==> config.mk <==
export PLATFORM = sky130hd
export DESIGN_NAME = id_ex_stage
export DESIGN_NICKNAME = d
export VERILOG_FILES = /design/src/rtl/id_defs_pkg.sv /design/src/rtl/id_decoder.sv /design/src/rtl/id_ex_stage.sv
export SDC_FILE = /design/constraint.sdc
export NUM_CORES = 1
export LEC_CHECK = 0
export BUFFER_PORTS_ARGS = -buffer_cell sky130_fd_sc_hd__buf_4
export CORE_ASPECT_RATIO = 0.7
export CORE_MARGIN = 2
export CORE_UTILIZATION = 44
export DETAILED_ROUTE_END_ITERATION = 8
export PLACE_DENSITY = 0.86
export SLEW_MARGIN = 0
export SYNTH_ARGS = -nofsm -noshare
export SYNTH_HDL_FRONTEND = slang
export SYNTH_SLANG_ARGS = --single-unit
==> constraint.sdc <==
create_clock -name clk -period 2.7 [get_ports clk]
set_input_delay 0.135 -clock clk [delete_from_list [all_inputs] [get_ports clk]]
set_output_delay 0.135 -clock clk [all_outputs]
set_load 0.1 [all_outputs]
==> src/rtl/id_defs_pkg.sv <==
// id_defs_pkg: shared definitions for the decode / operand-fetch stage.
//   - MIPS opcode and R-type funct constants for the supported subset
//   - ALU op encodings seen by EX
//   - ctrl_t: decoded control bundle carried in the ID/EX register
//   - CTRL_BUBBLE: control field values loaded when ID/EX holds no instruction
package id_defs_pkg;

  localparam logic [5:0] OP_RTYPE = 6'h00;
  localparam logic [5:0] OP_ADDI  = 6'h08;
  localparam logic [5:0] OP_LW    = 6'h23;
  localparam logic [5:0] OP_SW    = 6'h2B;
  localparam logic [5:0] OP_BEQ   = 6'h04;

  localparam logic [5:0] FN_ADD = 6'h20;
  localparam logic [5:0] FN_SUB = 6'h22;
  localparam logic [5:0] FN_AND = 6'h24;
  localparam logic [5:0] FN_OR  = 6'h25;
  localparam logic [5:0] FN_SLT = 6'h2A;

  typedef enum logic [3:0] {
    ALU_ADD = 4'h0,
    ALU_SUB = 4'h1,
    ALU_AND = 4'h2,
    ALU_OR  = 4'h3,
    ALU_SLT = 4'h4,
    ALU_NOP = 4'hF
  } alu_op_e;

  typedef struct packed {
    alu_op_e    alu_op;
    logic       mem_read;
    logic       mem_write;
    logic       wb_en;
    logic       branch;
    logic       use_imm;
    logic       illegal;
    logic [4:0] dest;
  } ctrl_t;

  localparam ctrl_t CTRL_BUBBLE = '{ALU_NOP, 1'b0, 1'b0, 1'b0, 1'b0, 1'b0, 1'b0, 5'd0};

endpackage

==> src/rtl/id_decoder.sv <==
// id_decoder: purely combinational MIPS-subset decode.
//   instr   in  32  instruction word from IF/ID
//   ctrl    out     control bundle (alu_op, enables, illegal, dest)
//   rs_used out 1   instruction reads rs
//   rt_used out 1   instruction reads rt (R-type, SW, BEQ only)
// Unsupported opcodes/functs raise illegal with every enable low and ALU_NOP;
// they read no sources so they can never trigger a load-use stall.
module id_decoder
  import id_defs_pkg::*;
(
  input  logic [31:0] instr,
  output ctrl_t       ctrl,
  output logic        rs_used,
  output logic        rt_used
);

  logic [5:0] opcode, funct;
  logic [4:0] rt, rd, dest;
  logic       wb;

  assign opcode = instr[31:26];
  assign funct  = instr[5:0];
  assign rt     = instr[20:16];
  assign rd     = instr[15:11];

  // rs is compared at the top level and shamt is not decoded here
  logic unused_bits;
  assign unused_bits = ^{instr[25:21], instr[10:6]};

  always_comb begin
    ctrl    = CTRL_BUBBLE;
    wb      = 1'b0;
    dest    = 5'd0;
    rs_used = 1'b0;
    rt_used = 1'b0;
    case (opcode)
      OP_RTYPE: begin
        case (funct)
          FN_ADD:  ctrl.alu_op = ALU_ADD;
          FN_SUB:  ctrl.alu_op = ALU_SUB;
          FN_AND:  ctrl.alu_op = ALU_AND;
          FN_OR:   ctrl.alu_op = ALU_OR;
          FN_SLT:  ctrl.alu_op = ALU_SLT;
          default: ctrl.illegal = 1'b1;
        endcase
        if (!ctrl.illegal) begin
          wb      = 1'b1;
          dest    = rd;
          rs_used = 1'b1;
          rt_used = 1'b1;
        end
      end
      OP_ADDI: begin
        ctrl.alu_op  = ALU_ADD;
        ctrl.use_imm = 1'b1;
        wb           = 1'b1;
        dest         = rt;
        rs_used      = 1'b1;
      end
      OP_LW: begin
        ctrl.alu_op   = ALU_ADD;
        ctrl.use_imm  = 1'b1;
        ctrl.mem_read = 1'b1;
        wb            = 1'b1;
        dest          = rt;
        rs_used       = 1'b1;
      end
      OP_SW: begin
        ctrl.alu_op    = ALU_ADD;
        ctrl.use_imm   = 1'b1;
        ctrl.mem_write = 1'b1;
        rs_used        = 1'b1;
        rt_used        = 1'b1;
      end
      OP_BEQ: begin
        ctrl.alu_op = ALU_SUB;
        ctrl.branch = 1'b1;
        rs_used     = 1'b1;
        rt_used     = 1'b1;
      end
      default: ctrl.illegal = 1'b1;
    endcase
    ctrl.dest  = dest;
    // $0 is hardwired, so a write to it is dropped here rather than in WB
    ctrl.wb_en = wb && (dest != 5'd0);
  end

endmodule

==> src/rtl/id_ex_stage.sv <==
// id_ex_stage: decode / operand fetch between IF/ID and EX.
//   clk, rst                  clock, synchronous active-high reset
//   if_id_valid/instr/pc      IF/ID contents (pc is PC+4)
//   src1, src2                regfile read addresses (combinational)
//   reg1, reg2                regfile read data
//   flush                     kill the instruction in ID (taken branch)
//   hold                      downstream busy; freeze ID/EX
//   stall_o                   hold PC and IF/ID this cycle
//   ex_*                      registered ID/EX fields
//   bubble_cnt                saturating count of load-use / flush bubbles
// Priority each cycle: rst > hold > flush > load-use > normal issue.
module id_ex_stage
  import id_defs_pkg::*;
#(
  parameter int DATA_W = 32,
  parameter int CNT_W  = 16
) (
  input  logic              clk,
  input  logic              rst,
  input  logic              if_id_valid,
  input  logic [31:0]       if_id_instr,
  input  logic [DATA_W-1:0] if_id_pc,
  output logic [4:0]        src1,
  output logic [4:0]        src2,
  input  logic [DATA_W-1:0] reg1,
  input  logic [DATA_W-1:0] reg2,
  input  logic              flush,
  input  logic              hold,
  output logic              stall_o,
  output logic              ex_valid,
  output logic [DATA_W-1:0] ex_pc,
  output logic [DATA_W-1:0] ex_val1,
  output logic [DATA_W-1:0] ex_val2,
  output logic [DATA_W-1:0] ex_imm,
  output logic [4:0]        ex_src1,
  output logic [4:0]        ex_src2,
  output logic [4:0]        ex_dest,
  output logic [3:0]        ex_alu_op,
  output logic              ex_mem_read,
  output logic              ex_mem_write,
  output logic              ex_wb_en,
  output logic              ex_branch,
  output logic              ex_use_imm,
  output logic              ex_illegal,
  output logic [CNT_W-1:0]  bubble_cnt
);

  ctrl_t dec, ex_ctrl;
  logic  rs_used, rt_used;
  logic  load_use, bubble, count_it;

  id_decoder u_dec (
    .instr   (if_id_instr),
    .ctrl    (dec),
    .rs_used (rs_used),
    .rt_used (rt_used)
  );

  assign src1 = if_id_instr[25:21];
  assign src2 = if_id_instr[20:16];

  // Only loads need a stall; every other producer reaches ID's consumer via
  // EX forwarding or the negedge regfile write.
  assign load_use = ex_valid && ex_ctrl.mem_read && (ex_ctrl.dest != 5'd0) &&
                    if_id_valid &&
                    ((rs_used && (ex_ctrl.dest == src1)) ||
                     (rt_used && (ex_ctrl.dest == src2)));

  // flush discards the dependent instruction, so there is nothing to stall for
  assign stall_o  = hold || (!flush && load_use);
  assign bubble   = flush || load_use || !if_id_valid;
  assign count_it = (flush && if_id_valid) || load_use;

  always_ff @(posedge clk) begin
    if (rst) begin
      ex_valid   <= 1'b0;
      ex_ctrl    <= CTRL_BUBBLE;
      ex_pc      <= '0;
      ex_val1    <= '0;
      ex_val2    <= '0;
      ex_imm     <= '0;
      ex_src1    <= '0;
      ex_src2    <= '0;
      bubble_cnt <= '0;
    end else if (!hold) begin
      if (bubble) begin
        ex_valid <= 1'b0;
        ex_ctrl  <= CTRL_BUBBLE;
        ex_pc    <= '0;
        ex_val1  <= '0;
        ex_val2  <= '0;
        ex_imm   <= '0;
        ex_src1  <= '0;
        ex_src2  <= '0;
      end else begin
        ex_valid <= 1'b1;
        ex_ctrl  <= dec;
        ex_pc    <= if_id_pc;
        ex_val1  <= reg1;
        ex_val2  <= reg2;
        ex_imm   <= {{(DATA_W-16){if_id_instr[15]}}, if_id_instr[15:0]};
        ex_src1  <= src1;
        ex_src2  <= src2;
      end
      if (count_it && (bubble_cnt != '1))
        bubble_cnt <= bubble_cnt + 1'b1;
    end
  end

  assign ex_dest      = ex_ctrl.dest;
  assign ex_alu_op    = ex_ctrl.alu_op;
  assign ex_mem_read  = ex_ctrl.mem_read;
  assign ex_mem_write = ex_ctrl.mem_write;
  assign ex_wb_en     = ex_ctrl.wb_en;
  assign ex_branch    = ex_ctrl.branch;
  assign ex_use_imm   = ex_ctrl.use_imm;
  assign ex_illegal   = ex_ctrl.illegal;

endmodule

**Word-level counts from Yosys, hierarchy flattened**

Cells that the tools add are included.

- Register bits after elaboration: 170
- Latch bits: 0
- Bits in writable memories: 0
- Bits in read-only memories: 0
- Input bits: 133
- Output and inout bits: 181
- Logic and storage cells: 79
- Memories: 0

- $add $sub $neg: 1
- Multiply operators: 0
- Divide/modulo/power cells: 0
- Magnitude comparators: 0
- Equality and inequality tests: 12
- Shifts and indexed selects: 0
- Muxes and demuxes: 23
- Bitwise operators: 1
- Reductions and logical operators: 26

Operators by type and width:

| operator | number |
|---|---|
| 32-bit two-way mux | 4 |
| 6-bit equality test (second input constant) | 7 |
| 4-bit case mux with 5 select lines | 1 |
| 16-bit by 1-bit adder with 16-bit output (second input constant) | 1 |
| 16-bit inequality test (second input constant) | 1 |
| 15-bit two-way mux | 1 |
| 5-bit two-way mux | 3 |
| 4-bit case mux with 3 select lines | 1 |
| 5-bit equality test | 2 |
| 1-bit logical AND | 10 |
| 5-bit case mux with 2 select lines | 1 |
| 5-bit nonzero test | 2 |
| 1-bit two-way mux | 8 |
| 1-bit case mux with 2 select lines | 4 |
| 6-bit by 3-bit equality test with 1-bit output (second input constant) | 1 |
| 6-bit by 4-bit equality test with 1-bit output (second input constant) | 1 |
| 6-bit logical NOT | 1 |
| 1-bit logical OR | 5 |
| 5-bit OR reduction | 1 |
| 2-bit OR reduction | 2 |
| 4-bit OR reduction | 1 |
| 3-bit OR reduction | 1 |
| 1-bit logical NOT | 2 |
| 2-bit AND reduction | 1 |
| 1-bit NOT | 1 |

**Depth between registers and ports, before layout**

Gate-level depths: netlist (run 1).

- Depth after elaboration: 12
- Depth in mapped cells: 11
- Mapped depth without buffers: 8

**Hierarchy**

From an unflattened synthesis (run 1), not the netlist that was laid out.

- Cells, all modules: 507
- Area total of the unflattened synthesis: 5684.2 µm²

By module, submodules not included:

| module | instances | cells each | area each (µm²) | seq. area each (µm²) |
|---|---|---|---|---|
| id_ex_stage | 1 | 463 | 5375.2 | 3083.0 |
| id_decoder | 1 | 44 | 309.0 | 0.0 |

**Worst setup path before layout (run 1)**

Ideal clock, no wire load.

- Kind: reg2out
- Start point: register ex_ctrl (netlist bit ex_dest[2])
- End point: output port stall_o
- Arrival: 3.289 ns
- Required time: 2.565 ns
- Path slack: -0.724 ns
- Cell stages (with the launch flop): 7
- Path buffers: 0
- Cell sequence: dfxtp_1 xor2_1 nor3_1 nand3_1 a41o_1 a21o_1 o21bai_1

- Longest elaborated chain between the ends: 6
- Elaborated cells on any way between the ends: 11
- Those cells by class: 2 x eq/ne; 9 x reduce/logical

Ends and longest elaborated chain:

| element | line | RTL |
|---|---|---|
| start, declared | id_ex_stage.sv:48 | `ctrl_t dec, ex_ctrl;` |
| start signal, assigned | id_ex_stage.sv:77 | `ex_ctrl <= CTRL_BUBBLE;` |
| start signal, assigned | id_ex_stage.sv:88 | `ex_ctrl <= CTRL_BUBBLE;` |
| start signal, assigned | id_ex_stage.sv:97 | `ex_ctrl <= dec;` |
| 5-bit equality test, or another cell as far along | id_ex_stage.sv:66 | `((rs_used && (ex_ctrl.dest == src1)) \|\|` |
| 1-bit logical AND, on equally long branches | id_ex_stage.sv:66, id_ex_stage.sv:64, id_ex_stage.sv:67 |  |
| 1-bit logical OR / 1-bit logical AND (equally long branches) | id_ex_stage.sv:66, id_ex_stage.sv:64 |  |
| 1-bit logical AND (*) | id_ex_stage.sv:65 | `if_id_valid &&` |
| 1-bit logical AND (*) | id_ex_stage.sv:70 | `assign stall_o = hold \|\| (!flush && load_use);` |
| 1-bit logical OR (*) | id_ex_stage.sv:70 |  |
| end, declared | id_ex_stage.sv:29 | `output logic stall_o,` |

Every way passes the cells marked *; elsewhere a longest branch is shown, timed or not.

**Final worst setup path (run 1)**

- Start point: input port if_id_instr[4]
- End point: output port stall_o

- Longest elaborated chain between the ends: 11
- Elaborated cells on any way between the ends: 17
- Those cells by class: 5 x eq/ne; 5 x mux; 7 x reduce/logical

Ends and longest elaborated chain:

| element | line | RTL |
|---|---|---|
| start, declared | id_ex_stage.sv:21 | `input logic [31:0] if_id_instr,` |
| 6-bit equality test | id_decoder.sv:38 | `case (funct)` |
| 5-bit OR reduction (no source line) (*) | -- |  |
| 1-bit two-way mux (*) | id_decoder.sv:38 |  |
| 1-bit two-way mux (*) | id_decoder.sv:36 | `case (opcode)` |
| 1-bit two-way mux (*) | id_decoder.sv:46 | `if (!ctrl.illegal) begin` |
| 1-bit case mux with 2 select lines | id_decoder.sv:36 |  |
| 1-bit logical AND, on equally long branches | id_ex_stage.sv:66, id_ex_stage.sv:67 |  |
| 1-bit logical OR (*) | id_ex_stage.sv:66 |  |
| 1-bit logical AND (*) | id_ex_stage.sv:65 |  |
| 1-bit logical AND (*) | id_ex_stage.sv:70 |  |
| 1-bit logical OR (*) | id_ex_stage.sv:70 |  |

Every way passes the cells marked *; elsewhere a longest branch is shown, timed or not. The select of a mux whose other input is x is not followed.

==> results of run 1 <==
layout by cell type, fill, tap and decap left out, types with 6 or more instances in the layout:
cell	n
xor2_1	6
a21oi_1	16
or3_1	10
o21ai_0	18
nor2_1	15
nand3_1	13
and3_1	9
xnor2_1	7
dlygate4sd3_1	119
nand2_1	22
a22o_1	125
buf_4	319
dfxtp_1	151
clkbuf_16	17
layer usage:
layer,up-vias,share of wire
met1,2732,0.40
met4,0,0.029
met2,303,0.50
met3,44,0.069
li1,2700,-
met5,-,0
area by class of cell:
| type | count | area, µm² |
|---|---|---|
| timing repair buffer | 441 | 3646 |
| sequential | 154 | 3087 |
| fill | 769 | 2745 |
| multi-input combinational | 293 | 2145 |
| clock buffer | 19 | 452.9 |
| tap | 162 | 202.7 |
| clock inverter | 13 | 132.6 |
| inverter | 3 | 11.26 |
sequential cells by signal (all words and copies together) (netlist names), 5 cells and up:
name / count
ex_src1: 5
ex_pc: 32
ex_dest: 5
ex_src2: 5
bubble_cnt: 16
ex_val1: 32
ex_val2: 32
ex_imm: 16
Yosys cell counts (all sizes together) (2+ instances only):
cell       n
or4b       3
dfxtp    154
a31o       2
nor3       4
a21oi     16
inv        3
o21ai     18
buf       34
nand2     22
mux2       3
nor3b      2
a22o     125
a21o       2
o2111ai    2
nor2      15
xor2       6
a31oi      3
nor2b      4
or3       10
and3       9
xnor2      7
nand3     13
and4       2
and2       2
nand2b     3
a22oi      5
clkbuf    25
or4        4
metrics by stage:
| stage | std cells | area [µm²] | setup slack [ns] | util | hold slack [ns] |
|---|---|---|---|---|---|
| final | 1085 | 9677 | 0.1777 | 0.7790 | 0.02154 |
| after global routing | 1085 | 9677 | 0.09078 | 0.7790 | 0.01320 |
| after CTS | 1085 | 9677 | 0.3042 | 0.7790 | 0.004814 |
| after detailed placement | 934 | 7900 | 0.04719 | 0.6360 | 0.3538 |
| after global placement | 934 | 7900 | 0.1423 | 0.6360 | 0.3509 |
| after floorplan | 509 | 5612 | 0.04909 | - | 0.2394 |
worst register-to-register path, cell delays in order, from the launching register on:
cell and delay, ns:
dfxtp_1 0.39, or4_1 0.58, o2111ai_1 0.28, a21o_1 0.20
and2_4 0.27, buf_4 0.29, a22o_1 0.20
worst paths after layout:
check | from | end | slack [ns] | cells past startpoint
max | if_id_instr[4] | stall_o | 0.18 | 8
min | if_id_instr[16] | ex_src2[0] | 0.02 | 2
max reg2reg | ex_dest[0] | ex_imm[8] | 0.44 | 6
min reg2reg | ex_mem_write | ex_mem_write | 0.47 | 2
logic make-up after synthesis:
| logic type | count (synthesis) |
|---|---|
| DFF | 154 |
| xor gates and xnor gates | 13 |
| buffers and inverters | 62 |
| muxes | 4 |
| adders and majority gates | 1 |
| and+or+nand+nor | 98 |
| AOI/OAI and AO/OA | 177 |
where the power goes:
group	internal [W]	switching [W]	total, W
Combinational	0.000371	0.000653	0.00102
Clock	0.00134	0.000991	0.00234
Sequential	0.00232	0.0000322	0.00235
==> flow_summary.toml, run 1 <==
[yosys]
ys_warn_count = 0
synth.net_count = 643
synth_area_leaders = "dfxtp_1, a22o_1, buf_4"
yosys.area_share.simple = 0.09591
synth.cell_area_um2 = 5597
yosysSeqAreaShare = 0.5509
postSynthAreaPerCell_um2 = 11.00
synth_top_family_by_area = "compound AO/OA/AOI/OAI gates"
synthCells = 509
yosys-mux-area-fraction = 0.007825
synth_compound_area_frac = 0.2531
synth_edf_count = 0
synth_ff_type = "dfxtp_1"
ys_types = 43
async_reset_ff_frac = 0
synthAdderAreaFrac = 0.002236
synth_top_area_cell = "dfxtp_1"
synth_top_area_frac = 0.5509
ys_seq_elements = 154
synth-xor-area-share = 0.02034

[status]
status = "finished, final reports clean"

[clocking]
htree_levels = 4
cts_tree = "done"
cts_buffer_depth = 2
cts_setup_buffers = 0
clock-sinks = 154
cts_repair_resize_count = 0
numCtsBuffers = 17
cts.clk_slew.worst_paths_ns = 0.07
root_buffer = "clkbuf_16"
ctsHoldBuffers = 119
clock_latency_ns = 0.41

[timing]
drv_slew = 0
setup_viol = 0
fin_crit_sh = 0.9342
clock.fmax_ghz = 0.3965
fin_worst_skew_ns = 0.01247
rsz0062_at_grt = "false"
period_needed_ns = 2.522
slew_headroom = 0.4094
tightestPinTransition_ns = 0.8859
tns_ns = 0
hold_viol_final = 0

[power_and_ir_drop]
p_total_w = 0.005710
p_per_area_nw_per_um2 = 590.0
leakagePower_nw = 4.424
irDropWorstVdd_mv = 0.4685

[floorplan]
die_x_um = 138.8
fp.coreArea_um2 = 12420
pin_count = 314
fp.dieH_um = 98.36
start_util = 0.4505
floorplan.rows = 34
dieArea_um2 = 13650

[global_routing]
grt.busiest_layer = "met2"
grt_start_max_net_pins = 81
grt_use_met2 = 0.5093
grt_antenna_before_repair = 0
grt-ovfl-total = 0
grtUsageTotal = 0.2914
grt_use_met3 = 0.06817
grt_pass1_vias = 5923
grt_use_met1 = 0.3455
grt_pass1_wl_um = 31680

[setup_path]
cp_num_buf_inv = 3
cp-end-kind = "output pin"
crit_type = "input port to output pin"
worstPathArrival_ns = 2.39
cp_common_cell = "buf_4"
critical-path-top-delay-family = "buffers and inverters"
start_kind = "input port"
slowest_delay_ns = 0.54
worstPathRequired_ns = 2.57
critPathSlowestCell = "dlygate4sd3_1"
crit_chain = "dlygate4sd3_1 > buf_4 > nor3b_1 > and4_1 > o2111ai_1 > a21o_1 > o21bai_4 > buf_4"
cp_max_fo = 5

[place]
portBuffers = 313
hpwlAfterDp_um = 12850
place.gp.congestion = 0.9537

[hold_path]
hp-class = "input port to flop"

[route]
vias = 5779
drtPass1Iterations = 5
dr.first_iter.drc_count = 442
route.detailed.drc = 0
wirelength_um = 20320
via_per_inst = 5.326
wire_per_inst_um = 18.73
postRouteAntennaNets = 0

[finish]
n_antenna_cell = 0
drive_gt1_frac = 0.3998
area_delta_synth_final_pct = 72.90
nets = 1044

[flow_run]
max_cap_violations = 0
(Power assumes the default switching activity.)
==> run 2: changes to the inputs <==
--- a/config.mk
+++ b/config.mk
@@ -11,6 +11,7 @@
 export CORE_UTILIZATION = 44
 export DETAILED_ROUTE_END_ITERATION = 8
 export PLACE_DENSITY = 0.86
+export RECOVER_POWER = 50
 export SLEW_MARGIN = 0
 export SYNTH_ARGS = -nofsm -noshare
 export SYNTH_HDL_FRONTEND = slang
==> run 2 against run 1 <==
  * Worst hold slack got worse by 0.00079 ns
  * Sequential cell count did not move
  * Count of clock-buffer cells in the layout stayed put
  * Worst setup slack got worse by 0.013 ns
  * Fmax is 0.51% lower
  * Clock power is essentially flat
  * Critical path depth unchanged
==> flow_summary.toml, run 2 (synthesized netlist as in run 1, its figures left out) <==
[clocking]
cts_buffer_depth = 2
cts_tree = "done"
clock_latency_ns = 0.41
htree_levels = 4
cts_repair_resize_count = 0
cts_setup_buffers = 0
numCtsBuffers = 17
clock-sinks = 154
root_buffer = "clkbuf_16"
cts.clk_slew.worst_paths_ns = 0.07

[global_routing]
grt_pass1_wl_um = 31680
grtUsageTotal = 0.2914
grt_use_met2 = 0.5093
grt_use_met1 = 0.3455
grt_use_met3 = 0.06817
grt_antenna_before_repair = 0
grt.busiest_layer = "met2"
grt-ovfl-total = 0
grt_pass1_vias = 5923
grt_start_max_net_pins = 81

[timing]
setup_viol = 0
clock.fmax_ghz = 0.3944
tightestPinTransition_ns = 1.266
rsz0062_at_grt = "false"
drv_slew = 0
tns_ns = 0
fin_worst_skew_ns = 0.01090
hold_viol_final = 0
slew_headroom = 0.1597
period_needed_ns = 2.535
fin_crit_sh = 0.9390

[route]
dr.first_iter.drc_count = 401
wire_per_inst_um = 18.68
route.detailed.drc = 0
vias = 5778
via_per_inst = 5.325
wirelength_um = 20270
drtPass1Iterations = 5
postRouteAntennaNets = 0

[floorplan]
fp.coreArea_um2 = 12420
fp.dieH_um = 98.36
pin_count = 314
start_util = 0.4505
dieArea_um2 = 13650
die_x_um = 138.8
floorplan.rows = 34

[finish]
area_delta_synth_final_pct = 61.70
nets = 1044
top_regs = "ex_pc (32), ex_val1 (32), ex_val2 (32)"
finalNonFillerCells = 1085
layout_commonest_cell = "clkbuf_1"
drive_gt1_frac = 0.2189
mostFrequentLayoutCells = "clkbuf_1, buf_4, dfxtp_1"
n_antenna_cell = 0

[setup_path]
worstPathRequired_ns = 2.57
start_kind = "input port"
worstPathArrival_ns = 2.40
cp-end-kind = "output pin"
crit_type = "input port to output pin"
cp_max_fo = 5

[hold_path]
hp-class = "input port to flop"

[place]
place.gp.congestion = 0.9537
placed_cells = 934
hpwlAfterDp_um = 12850
portBuffers = 313

[power_and_ir_drop]
p_total_w = 0.005656
irDropWorstVdd_mv = 0.4631
p_per_area_nw_per_um2 = 625.0
leakagePower_nw = 3.729

[status]
status = "finished, final reports clean"

[flow_run]
max_cap_violations = 0
-- run 2: cell types whose count changed in the layout (fill, tap and decap cells not counted) --
cell	previous run	this run
buf_4	319	152
clkbuf_1	0	167
-- run 2: area by class of cell --
cell class                      count  area [µm²]
Timing Repair Buffer              441        3019
Multi-Input combinational cell    293        2145
Clock buffer                       19       452.9
Fill cell                        1015        3372
Tap cell                          162       202.7
Sequential cell                   154        3087
Inverter                            3       11.26
Clock inverter                     13       132.6
-- run 2: per-stage QoR --
stage	cell area [µm²]	util	setup slack [ns]	hold WS (ns)
after floorplan	5612	-	0.04909	0.2394
after global placement	7900	0.6360	0.1423	0.3509
after detailed placement	7900	0.6360	0.04719	0.3538
after CTS	9677	0.7790	0.3042	0.004814
after global routing	9050	0.7285	0.05457	0.01263
final	9050	0.7285	0.1648	0.02075
-- run 2: layer usage --
layer / up-vias / routed length, µm
met4: 0 / 654
met1: 2740 / 8140
li1: 2702 / -
met2: 287 / 10120
met5: - / 0
met3: 49 / 1354
-- run 2: worst max-delay path, cell delays in order --
cell and delay (ns):
dlygate4sd3_1 0.54, buf_4 0.15, nor3b_1 0.32, and4_1 0.31, o2111ai_1 0.26, a21o_1 0.27, o21bai_4 0.12, buf_4 0.30
-- run 2: worst paths after layout --
| check | startpoint | to | slack, ns | cells after the start |
|---|---|---|---|---|
| worst max-delay path | if_id_instr[4] | stall_o | 0.16 | 8 |
| worst min-delay path | if_id_instr[16] | ex_src2[0] | 0.02 | 2 |
| worst max register to register | ex_dest[0] | ex_imm[8] | 0.43 | 6 |
| worst min register to register | ex_mem_write | ex_mem_write | 0.46 | 2 |
-- run 2: report_power, final --
group / leakage (nW) / internal (W) / switching, W
sequential: 1.25 / 0.00232 / 0.0000310
combinational: 2.20 / 0.000323 / 0.000652
clock: 0.281 / 0.00134 / 0.000987
total: 3.73 / 0.00399 / 0.00167
-- run 2: timing repair --
item                       4_1_cts  5_1_grt
hold buffers                   119        0
setup endpoints to repair        0        0
hold endpoints to repair       119        0
==> run 3: changes to the inputs <==
--- a/config.mk
+++ b/config.mk
@@ -10,9 +10,10 @@
 export CORE_MARGIN = 2
 export CORE_UTILIZATION = 44
 export DETAILED_ROUTE_END_ITERATION = 8
-export PLACE_DENSITY = 0.86
+export PLACE_DENSITY = 0.85
 export RECOVER_POWER = 50
 export SLEW_MARGIN = 0
 export SYNTH_ARGS = -nofsm -noshare
 export SYNTH_HDL_FRONTEND = slang
+export SYNTH_HIERARCHICAL = 1
 export SYNTH_SLANG_ARGS = --single-unit
==> run 3 against run 2 <==
  * First-iteration DRC count down 3.5%
  * Fmax up 0.30%
  * Sequential share of layout area about the same
  * Global-route usage about the same
  * Clock skew up 0.0018 ns
  * Area after synthesis up 1.6%
  * Die area up 1.5%
  * Count of clock-buffer cells in the layout up 1
  * Final area about the same
  * Critical path type is now input port to flop
  * Critical endpoint is now bubble_cnt[9]
==> flow_summary.toml, run 3 <==
[yosys]
ys_seq_elements = 154
synth_ff_type = "dfxtp_1"
synth.cell_area_um2 = 5684
synthMostInstantiatedCell = "dfxtp_1"
synth_edf_count = 0
synth_top_area_frac = 0.5424
synth_top_area_cell = "dfxtp_1"
ys_warn_count = 6
synth_area_leaders = "dfxtp_1, a22o_1, buf_4"
async_reset_ff_frac = 0
yosysSeqAreaShare = 0.5424
ys_types = 45
synth.net_count = 641
synthCells = 507
synth_common_cells = "dfxtp_1, a22o_1, buf_4"
postSynthAreaPerCell_um2 = 11.21

[finish]
finalNonFillerCells = 1076
multi_input_area_um2 = 2177
mostFrequentLayoutCells = "clkbuf_1, dfxtp_1, buf_4"
seq_area_um2 = 3083
utilization = 0.7237
n_antenna_cell = 0
layout_commonest_cell = "clkbuf_1"
fill_cells = 971
top_regs = "ex_pc (32), ex_val1 (32), ex_val2 (32)"
area_delta_synth_final_pct = 59.23
drive_gt1_frac = 0.2133
nets = 1035

[place]
placed_cells = 926
hpwlAfterDp_um = 13040
place.gp.congestion = 0.9624
portBuffers = 313

[power_and_ir_drop]
p_per_area_nw_per_um2 = 618.6
leakagePower_nw = 3.651
irDropWorstVdd_mv = 0.4607

[timing]
slew_headroom = 0.1522
period_needed_ns = 2.528
hold_viol_final = 0
rsz0062_at_grt = "false"
setup_viol = 0
fin_crit_sh = 0.9362
clock.fmax_ghz = 0.3956
fin_worst_skew_ns = 0.01266
tightestPinTransition_ns = 1.277
drv_slew = 0
tns_ns = 0

[flow_run]
max_cap_violations = 0

[hold_path]
whs_path_depth = 2
min_to = "ex_src1[1]"
hp-class = "input port to flop"
hold_start = "if_id_instr[22]"

[clocking]
cts_buffer_depth = 2
htree_levels = 4
clock-sinks = 154
cts_tree = "done"
clock_latency_ns = 0.41
numCtsBuffers = 17
cts.clk_slew.worst_paths_ns = 0.06
root_buffer = "clkbuf_16"

[route]
vias = 5867
wire_per_inst_um = 19.61
dr.first_iter.drc_count = 387
drtPass1Iterations = 7
route.detailed.drc = 0
via_per_inst = 5.453
wirelength_um = 21100
postRouteAntennaNets = 0

[global_routing]
grt_antenna_before_repair = 0
grt_pass1_wl_um = 31890
grt-ovfl-total = 0
grt_pass1_vias = 5827
grtUsageTotal = 0.2909
grt_start_max_net_pins = 99

[setup_path]
rr_endpoint = "ex_imm[14]"
start_kind = "input port"
worstPathRequired_ns = 3.04
critPathSlowestCell = "dlygate4sd3_1"
worstPathArrival_ns = 2.86
cp_max_fo = 19
slowest_delay_ns = 0.54
r2r-start = "ex_dest[0]"
rrSetupSlack_ns = 0.48
cp-end-kind = "flop"
cp_common_cell = "buf_4"
crit_type = "input port to flop"
r2r_cells = 6
crit_chain = "dlygate4sd3_1 > buf_4 > nor4b_4 > nand4_1 > nand4_4 > nand2_1 > o22ai_1 > a21oi_2 > buf_4 > or4_1 > a21oi_1"

[floorplan]
fp.coreArea_um2 = 12510
fp.dieH_um = 99.10
die_x_um = 139.9
pin_count = 314
start_util = 0.4545
floorplan.rows = 34
dieArea_um2 = 13860

[status]
status = "finished, final reports clean"
[run 3: metal layers]
metal / up-vias / global-route usage / wire length [µm]
met5: - / 0 / 0
met4: 0 / 0.1031 / 489
met3: 43 / 0.08618 / 1791
met2: 309 / 0.5047 / 10550
met1: 2822 / 0.3465 / 8271
li1: 2693 / - / -
[run 3: critical path: cells and delay by family]
kind | cells | cell delay, ns
and+or+nand+nor | 5 | 1.26
buffers and inverters | 3 | 0.90
AOI/OAI and AO/OA | 3 | 0.54
[run 3: power breakdown]
group          switching, W  internal, W  leakage [nW]
clock              0.000972      0.00128         0.249
combinational      0.000670     0.000327          2.15
sequential        0.0000328      0.00232          1.25
total               0.00167      0.00392          3.65
[run 3: worst max-delay path by stage]
stage                     from        endpoint
6_report        if_id_instr[4]   bubble_cnt[9]
5_1_grt         if_id_instr[4]  bubble_cnt[11]
4_1_cts         if_id_instr[4]   bubble_cnt[9]
3_5_place_dp   if_id_instr[30]  bubble_cnt[11]
3_3_place_gp   if_id_instr[26]   bubble_cnt[9]
2_1_floorplan    bubble_cnt[6]   bubble_cnt[5]
[run 3: area by class of cell]
| cell class | instances | area share |
|---|---|---|
| flip-flops and latches | 154 | 0.3406 |
| repair buffers | 438 | 0.3305 |
| multi-input cells | 279 | 0.2405 |
| clock buffers | 20 | 0.04824 |
| well taps | 162 | 0.02239 |
| clock inverters | 12 | 0.01313 |
| inverters | 11 | 0.004562 |
[run 3: kinds of logic after synthesis]
kind of cell               count (synthesis)  share of synthesized area
adders and majority gates                  1                   0.002201
DFF                                      154                     0.5424
and+or+nand+nor                           81                    0.08805
xor gates and xnor gates                  10                    0.01541
buffers and inverters                     74                    0.07946
muxes                                      3                   0.005723
AOI/OAI and AO/OA                        184                     0.2668
[run 3: timing repair]
item,in CTS,in global routing
setup buffers,0,1
endpoints found under the hold margin,117,0
hold buffers,117,0
setup endpoints to repair,0,2
gates resized for setup,0,2
[run 3: per-stage QoR]
stage	total power (W)	hold slack (ns)	setup slack (ns)	instance area (µm²)
after CTS	0.005654	0.002179	0.1435	9653
after detailed placement	0.003286	0.3552	0.2347	7926
after floorplan	0.002995	0.2676	0.06442	5684
final	0.005599	0.01124	0.1722	9051
after global placement	0.003275	0.3505	0.3519	7926
after global routing	0.005772	0.005600	0.02496	9051
